[src/rtl/alu_decode_stage_pkg.sv]
// Shared types for the RV32I ALU decode stage: machine word, ALU op encoding,
// base opcodes and the decoded payload carried between decode and execute.
package alu_decode_stage_pkg;

  typedef logic [31:0] word_t;
  typedef logic        bool_t;

  // ALU op is {funct7[5], funct3}, so the decoder can lift it straight from the instruction
  typedef enum logic [3:0] {
    ALU_ADD  = 4'b0000,
    ALU_SLL  = 4'b0001,
    ALU_SLT  = 4'b0010,
    ALU_SLTU = 4'b0011,
    ALU_XOR  = 4'b0100,
    ALU_SRL  = 4'b0101,
    ALU_OR   = 4'b0110,
    ALU_AND  = 4'b0111,
    ALU_SUB  = 4'b1000,
    ALU_SRA  = 4'b1101
  } alu_op_e;

  typedef enum logic [6:0] {
    OPC_OP     = 7'b0110011,
    OPC_OP_IMM = 7'b0010011,
    OPC_LUI    = 7'b0110111,
    OPC_AUIPC  = 7'b0010111
  } rv_opcode_e;

  typedef struct packed {
    alu_op_e     op;
    logic [4:0]  rs1;
    logic [4:0]  rs2;
    logic [4:0]  rd;
    word_t       imm;
    bool_t       use_imm;
    bool_t       use_pc;
    word_t       pc;
    bool_t       illegal;
  } decoded_alu_instr_t;

endpackage

[src/rtl/alu_decode_stage_decoder.sv]
// Combinational RV32I ALU-instruction decoder: instruction word and pc in,
// decoded payload out. Unsupported encodings are flagged and neutralised.
module rv_alu_decoder
  import alu_decode_stage_pkg::*;
(
  input  word_t              instr,
  input  word_t              pc,
  output decoded_alu_instr_t dec
);

  logic [6:0] funct7;
  logic [2:0] funct3;
  word_t      imm_i;
  word_t      imm_u;
  word_t      imm_sh;

  assign funct7 = instr[31:25];
  assign funct3 = instr[14:12];
  assign imm_i  = {{20{instr[31]}}, instr[31:20]};
  assign imm_u  = {instr[31:12], 12'b0};
  assign imm_sh = {27'b0, instr[24:20]};

  always_comb begin
    dec         = '0;
    dec.op      = ALU_ADD;
    dec.rs1     = instr[19:15];
    dec.rs2     = instr[24:20];
    dec.rd      = instr[11:7];
    dec.pc      = pc;
    dec.illegal = 1'b0;

    case (instr[6:0])
      OPC_OP: begin
        dec.op = alu_op_e'({funct7[5], funct3});
        if (!((funct7 == 7'b0000000) ||
              (funct7 == 7'b0100000 && (funct3 == 3'b000 || funct3 == 3'b101))))
          dec.illegal = 1'b1;
      end
      OPC_OP_IMM: begin
        dec.use_imm = 1'b1;
        dec.imm     = imm_i;
        case (funct3)
          3'b001: begin
            dec.op      = ALU_SLL;
            dec.imm     = imm_sh;
            dec.illegal = (funct7 != 7'b0000000);
          end
          3'b101: begin
            dec.imm = imm_sh;
            if (funct7 == 7'b0000000)      dec.op = ALU_SRL;
            else if (funct7 == 7'b0100000) dec.op = ALU_SRA;
            else                           dec.illegal = 1'b1;
          end
          default: dec.op = alu_op_e'({1'b0, funct3});
        endcase
      end
      OPC_LUI: begin
        dec.rs1     = 5'd0;
        dec.use_imm = 1'b1;
        dec.imm     = imm_u;
      end
      OPC_AUIPC: begin
        dec.use_pc  = 1'b1;
        dec.use_imm = 1'b1;
        dec.imm     = imm_u;
      end
      default: dec.illegal = 1'b1;
    endcase

    // Illegal words still travel down the pipe, but must not write a register
    if (dec.illegal) begin
      dec.op      = ALU_ADD;
      dec.rd      = 5'd0;
      dec.use_imm = 1'b0;
    end
  end

endmodule

[src/rtl/alu_decode_stage.sv]
// Decode stage between fetch and execute: one-cycle latency, valid/ready on
// both sides, with a skid register so in_ready never depends on out_ready.
module alu_decode_stage
  import alu_decode_stage_pkg::*;
#(
  parameter word_t RESET_PC_TAG = 32'h0
) (
  input  logic       clk,
  input  logic       reset,
  input  logic       flush,
  input  logic       in_valid,
  output logic       in_ready,
  input  word_t      in_instr,
  input  word_t      in_pc,
  output logic       out_valid,
  input  logic       out_ready,
  output alu_op_e    out_op,
  output logic [4:0] out_rs1,
  output logic [4:0] out_rs2,
  output logic [4:0] out_rd,
  output word_t      out_imm,
  output bool_t      out_use_imm,
  output bool_t      out_use_pc,
  output word_t      out_pc,
  output bool_t      out_illegal
);

  decoded_alu_instr_t dec;
  decoded_alu_instr_t out_q;
  decoded_alu_instr_t skid_q;
  logic               out_valid_q;
  logic               skid_valid_q;
  logic               accept;
  logic               out_free;

  rv_alu_decoder u_decoder (
    .instr (in_instr),
    .pc    (in_pc),
    .dec   (dec)
  );

  assign in_ready = !skid_valid_q;
  assign accept   = in_valid && in_ready && !flush;
  assign out_free = !out_valid_q || out_ready;

  always_ff @(posedge clk or posedge reset) begin
    if (reset) begin
      out_q        <= '0;
      out_q.op     <= ALU_ADD;
      out_q.pc     <= RESET_PC_TAG;
      skid_q       <= '0;
      out_valid_q  <= 1'b0;
      skid_valid_q <= 1'b0;
    end else if (flush) begin
      out_valid_q  <= 1'b0;
      skid_valid_q <= 1'b0;
    end else if (out_free) begin
      // The skid entry is older than anything on the input, so it drains first
      if (skid_valid_q) begin
        out_q        <= skid_q;
        out_valid_q  <= 1'b1;
        skid_valid_q <= 1'b0;
      end else if (accept) begin
        out_q       <= dec;
        out_valid_q <= 1'b1;
      end else begin
        out_valid_q <= 1'b0;
      end
    end else if (accept) begin
      skid_q       <= dec;
      skid_valid_q <= 1'b1;
    end
  end

  assign out_valid   = out_valid_q;
  assign out_op      = out_q.op;
  assign out_rs1     = out_q.rs1;
  assign out_rs2     = out_q.rs2;
  assign out_rd      = out_q.rd;
  assign out_imm     = out_q.imm;
  assign out_use_imm = out_q.use_imm;
  assign out_use_pc  = out_q.use_pc;
  assign out_pc      = out_valid_q ? out_q.pc : RESET_PC_TAG;
  assign out_illegal = out_q.illegal;

endmodule

[config.mk]
export PLATFORM = sky130hd
export DESIGN_NAME = alu_decode_stage
export DESIGN_NICKNAME = d
export VERILOG_FILES = /design/src/rtl/alu_decode_stage_pkg.sv /design/src/rtl/alu_decode_stage_decoder.sv /design/src/rtl/alu_decode_stage.sv
export SDC_FILE = /design/constraint.sdc
export NUM_CORES = 1
export LEC_CHECK = 0
export BUFFER_PORTS_ARGS = -buffer_cell sky130_fd_sc_hd__buf_2
export CAP_MARGIN = 20
export CORE_MARGIN = 2
export CORE_UTILIZATION = 56
export DETAILED_ROUTE_END_ITERATION = 8
export MAX_ROUTING_LAYER = met4
export PLACE_DENSITY = 0.81
export SETUP_SLACK_MARGIN = 0.3
export SYNTH_ARGS = -nofsm -noshare
export SYNTH_HDL_FRONTEND = slang
export SYNTH_SLANG_ARGS = --single-unit
[constraint.sdc]
create_clock -name clk -period 8.4 [get_ports clk]
set_clock_uncertainty 0.05 [all_clocks]
set_input_delay 2.1 -clock clk [delete_from_list [all_inputs] [get_ports clk]]
set_output_delay 2.1 -clock clk [all_outputs]
set_load 0.1 [all_outputs]
Yosys cells after proc, flatten, opt, wreduce, memory -nomap -nowiden:

Index checks and enable logic that the tools add are counted.

* eq/ne operators: 7
* reductions and logical operators: 19
* multiplexer cells: 26
* bitwise operators: 2

Operators with widths (number)
* $mux W86: 2
* $pmux W33 S2: 1
* $mux W32: 2
* $eq A7 B6 Y1 const B: 3
* $pmux W4 S2: 2
* $eq A7 B5 Y1 const B: 2
* $mux W1: 12
* $mux W4: 3
* $mux W5: 2
* $logic_not A7 Y1: 1
* $reduce_bool A7 Y1: 1
* $reduce_and A3 Y1: 2
* $reduce_bool A2 Y1: 2
* $reduce_or A2 Y1: 2
* $eq A3 B1 Y1 const B: 1
* $eq A3 B3 Y1 const B: 1
* $logic_and A1 B1 Y1: 3
* $logic_not A1 Y1: 3
* $logic_not A3 Y1: 1
* $logic_or A1 B1 Y1: 3
* $pmux W1 S3: 1
* $reduce_bool A3 Y1: 1
* $not A1 Y1: 2
* $pmux W1 S2: 1

* output and inout bits: 88
* logic and storage cells: 74
* bits of input ports: 69
* flip-flop bits (word level): 174

Logic depth before layout (Yosys ltp):

* word-level depth: 9
* mapped depth: 8
* depth with buffers taken out: 4

Cells and area by module:

Synthesis repeated with hierarchy kept, for this count alone.

* cell total of the unflattened synthesis: 675
* area total of the unflattened synthesis: 9110.0 um2

Modules (own cells, without submodules)
* alu_decode_stage: times used 1, cells each 556, sequential area each 4354.2 um2, area an instance 8276.7 um2
* rv_alu_decoder: times used 1, cells each 119, sequential area each 0.0 um2, area an instance 833.3 um2

Least setup slack after synthesis:

OpenSTA, ideal clock, no wires.

* path kind: reg-to-output
* from: register out_valid_q, in the netlist out_valid
* to: output port out_pc[10]
* arrival: 2.016 ns
* buffers on the path: 1
* path slack: 4.234 ns
* cell stages (with the launch flop): 3
* required time: 6.250 ns
* cell sequence: dfrtp_1 > clkbuf_1 > and2_1

* cells in the longest elaborated chain, start to end: 1

Ends and longest elaborated chain
* from (decl): line alu_decode_stage.sv:31 `logic out_valid_q;`
* from (signal assigned): line alu_decode_stage.sv:52 `out_valid_q <= 1'b0;`
* from (signal assigned): line alu_decode_stage.sv:55 `out_valid_q <= 1'b0;`
* from (signal assigned): line alu_decode_stage.sv:61 `out_valid_q <= 1'b1;`
* $mux W32: line alu_decode_stage.sv:83 `assign out_pc = out_valid_q ? out_q.pc : RESET_PC_TAG;`
* to (decl): line alu_decode_stage.sv:24 `output word_t out_pc,`

No other way between the ends.

Worst setup path after layout:

* from: register out_valid_q, in the netlist out_valid
* to: output port out_pc[25]

Same word-level chain as after synthesis.

==> results.ini <==
[power_and_ir_drop]
p_total_mw=2.40
swShare_pct=36.1
p_sw_mw=0.869
p_leak_nw=4.68
comb_power_share_pct=25.6
p_clk_share_pct=32.5
power_density_nw_per_um2=254
power_frac_seq_pct=42.0
p_int_mw=1.54
vdd_drop_max_v=0.000209

[setup_path]
startpoint_type=flop
critPathMaxStageDelay_ns=0.91
cp_max_fo=35
crit_type=flop to output pin
critPathTopFamily=flip-flops
crit_buf_inv=1
crit_chain=and2_1, buf_2
cp-end-kind=output pin
worstPathRequired_ns=6.25
slowest_stage=dfrtp_1
cp.arrival_ns=2.01

[worst_hold_path]
hold_path.class=flop to flop

[floorplanning]
ioPinCount=157
initial_core_util_pct=57.6
die_w_um=127
rows=44
core_area_um2=14600
dieArea_um2=16000
die_h_um=127

[drt]
routedWlPerCell_um=16.8
vias_per_cell=5.67
ant_nets=0
drt-pass1-iter-count=6
drc=0
vias=6712
drt_wl_total_um=19900
drtIter0Drc=716

[finish]
layout_commonest_cell=nand2_1
layout.nets=1057
diodes=0
mostFrequentLayoutCells=nand2_1 (215), dfrtp_1 (173), buf_2 (156), a21oi_1 (78), o21ai_0 (52)
drive_gt1_share_pct=21.2
synthToLayoutAreaGrowth_pct=12.6
fin_util_pct=64.9
design_area_um2=9470

[sta]
rsz0062_at_grt=no
worstMarginPinSlew_ns=0.972
setup_tns_ns=0
finalSetupViolations=0
hold_violations=0
slew_headroom_pct=35.2
timing.final.crit_share_pct=49.6
fin_hold_ws_ns=0.419
period_minus_slack_ns=4.16
slew_violations=0
fmax_ghz=0.240

[yosys]
synthFlopType=dfrtp_1
synthCells=921
synth_fp_nets=990
ys_warn_count=0
synth_edf_count=0
synthArstFlopShare_pct=100
ys_seq_area_share_pct=51.8
ys_seq_elements=174
synth_cell_type_count=49
syn_avg_cell_area_um2=9.13
syn_area_um2=8410

[cts]
cts_hold_buf=0
clock-root-buffer=clkbuf_16
ctsLongestPathBuffers=2
cts_sinks=174
ctsHtreeMaxLevel=4
cts_resized=0
postCtsSetupBuffers=0
cts_tree=built
numCtsBuffers=17
clock_latency_ns=0.42
path_clk_slew_ns=0.06

[global_route]
grt_pass1_wl_um=32500
grtUsageTotal_pct=26.0
grt_pass1_vias=6451
antenna_found_initial=0
grt_overflow=0
grt_start_max_net_pins=106

[placement]
portBuffers=156
hpwl_um=12300
placed_area_um2=8860
gp_congestion=0.856

[run]
maxCapViolCount=0

[status]
status=completed

[Yosys cell counts (2+ instances only)]
| cell | instances | share of area (%) |
|---|---|---|
| a211o_1 | 19 | 2.0 |
| a211oi_1 | 19 | 1.7 |
| a21o_1 | 19 | 1.7 |
| a21oi_1 | 78 | 4.6 |
| a221oi_1 | 5 | 0.52 |
| and2_1 | 33 | 2.5 |
| buf_1 | 2 | 0.089 |
| buf_2 | 3 | 0.18 |
| buf_4 | 51 | 4.6 |
| buf_6 | 2 | 0.27 |
| clkbuf_1 | 61 | 2.7 |
| dfrtp_1 | 174 | 52 |
| inv_1 | 15 | 0.67 |
| mux2i_1 | 37 | 4.4 |
| nand2_1 | 215 | 9.6 |
| nand2b_1 | 4 | 0.30 |
| nand3_1 | 25 | 1.5 |
| nand4_1 | 4 | 0.30 |
| nor2_1 | 49 | 2.2 |
| nor3_1 | 5 | 0.30 |
| nor4_1 | 7 | 0.52 |
| nor4b_1 | 2 | 0.21 |
| o21ai_0 | 52 | 3.1 |
| o22ai_1 | 6 | 0.45 |
| o311ai_0 | 2 | 0.21 |
| o31ai_1 | 7 | 0.62 |
| o41ai_1 | 3 | 0.31 |
[flip-flops by register name, indices dropped and copies added (netlist names)]
register	flops
out_illegal	1
out_valid	1
out_op	4
out_use_imm	1
out_q	32
out_rd	5
out_rs2	5
out_imm	32
out_use_pc	1
skid_q	86
out_rs1	5
skid_valid_q	1
[power by group through the flow]
| stage | Clock [mW] | Combinational (mW) | Sequential (mW) |
|---|---|---|---|
| 3_3_place_gp | 0 | 0.606 | 1.02 |
| 2_1_floorplan | 0 | 0.543 | 1.02 |
| 4_1_cts | 0.795 | 0.618 | 1.01 |
| 6_report | 0.781 | 0.615 | 1.01 |
| 5_1_grt | 0.833 | 0.653 | 1.02 |
| 3_5_place_dp | 0 | 0.615 | 1.02 |
[routing by layer]
layer	part of all wire, %	global-route usage (%)	vias to the layer above
li1	-	-	3201
met1	44	35.4	3270
met2	48	39.3	211
met3	5.8	5.31	30
met4	1.9	8.79	0
met5	0	-	-
[logic make-up after synthesis]
logic type | count (synthesis) | synth area share, %
buf+inv | 135 | 8.65
simple gates | 356 | 18.6
xor+xnor | 1 | 0.104
compound gates | 217 | 16.4
mux | 38 | 4.54
flops | 174 | 51.8
[through the flow]
stage	setup WS, ns	instances
CTS	4.17	1182
floorplan	1.53	921
global route	4.08	1183
detailed placement	3.83	1152
finish	4.24	1183
global placement	3.95	1152
[area by class of cell]
type / instances / area [µm²]
flip-flops and latches: 174 / 4360
inverters: 15 / 61.3
fillers: 1204 / 5120
multi-input cells: 612 / 3350
repair buffers: 168 / 891
clock inverters: 6 / 82.6
clock buffers: 24 / 502
well taps: 184 / 230
[worst reg2reg max path: cells and delay by family (launching register included)]
family          cells  cell delay [ns]
simple gates        2             1.31
flops               1             0.91
buf+inv             1             0.69
compound gates      1             0.24
[final timing paths]
check / start / endpoint / slack, ns / depth (start not counted)
min in group asynchronous: reset / skid_q[29] / 1.84 / 2
worst max register to register: out_valid / out_q[28] / 5.05 / 4
max in group asynchronous: reset / out_use_imm / 5.01 / 3
worst min register to register: out_q[5] / out_q[5] / 0.42 / 2
worst max-delay path: out_valid / out_pc[25] / 4.24 / 2
worst min-delay path: out_q[5] / out_q[5] / 0.42 / 2
Power figures use the tool's default switching activity.
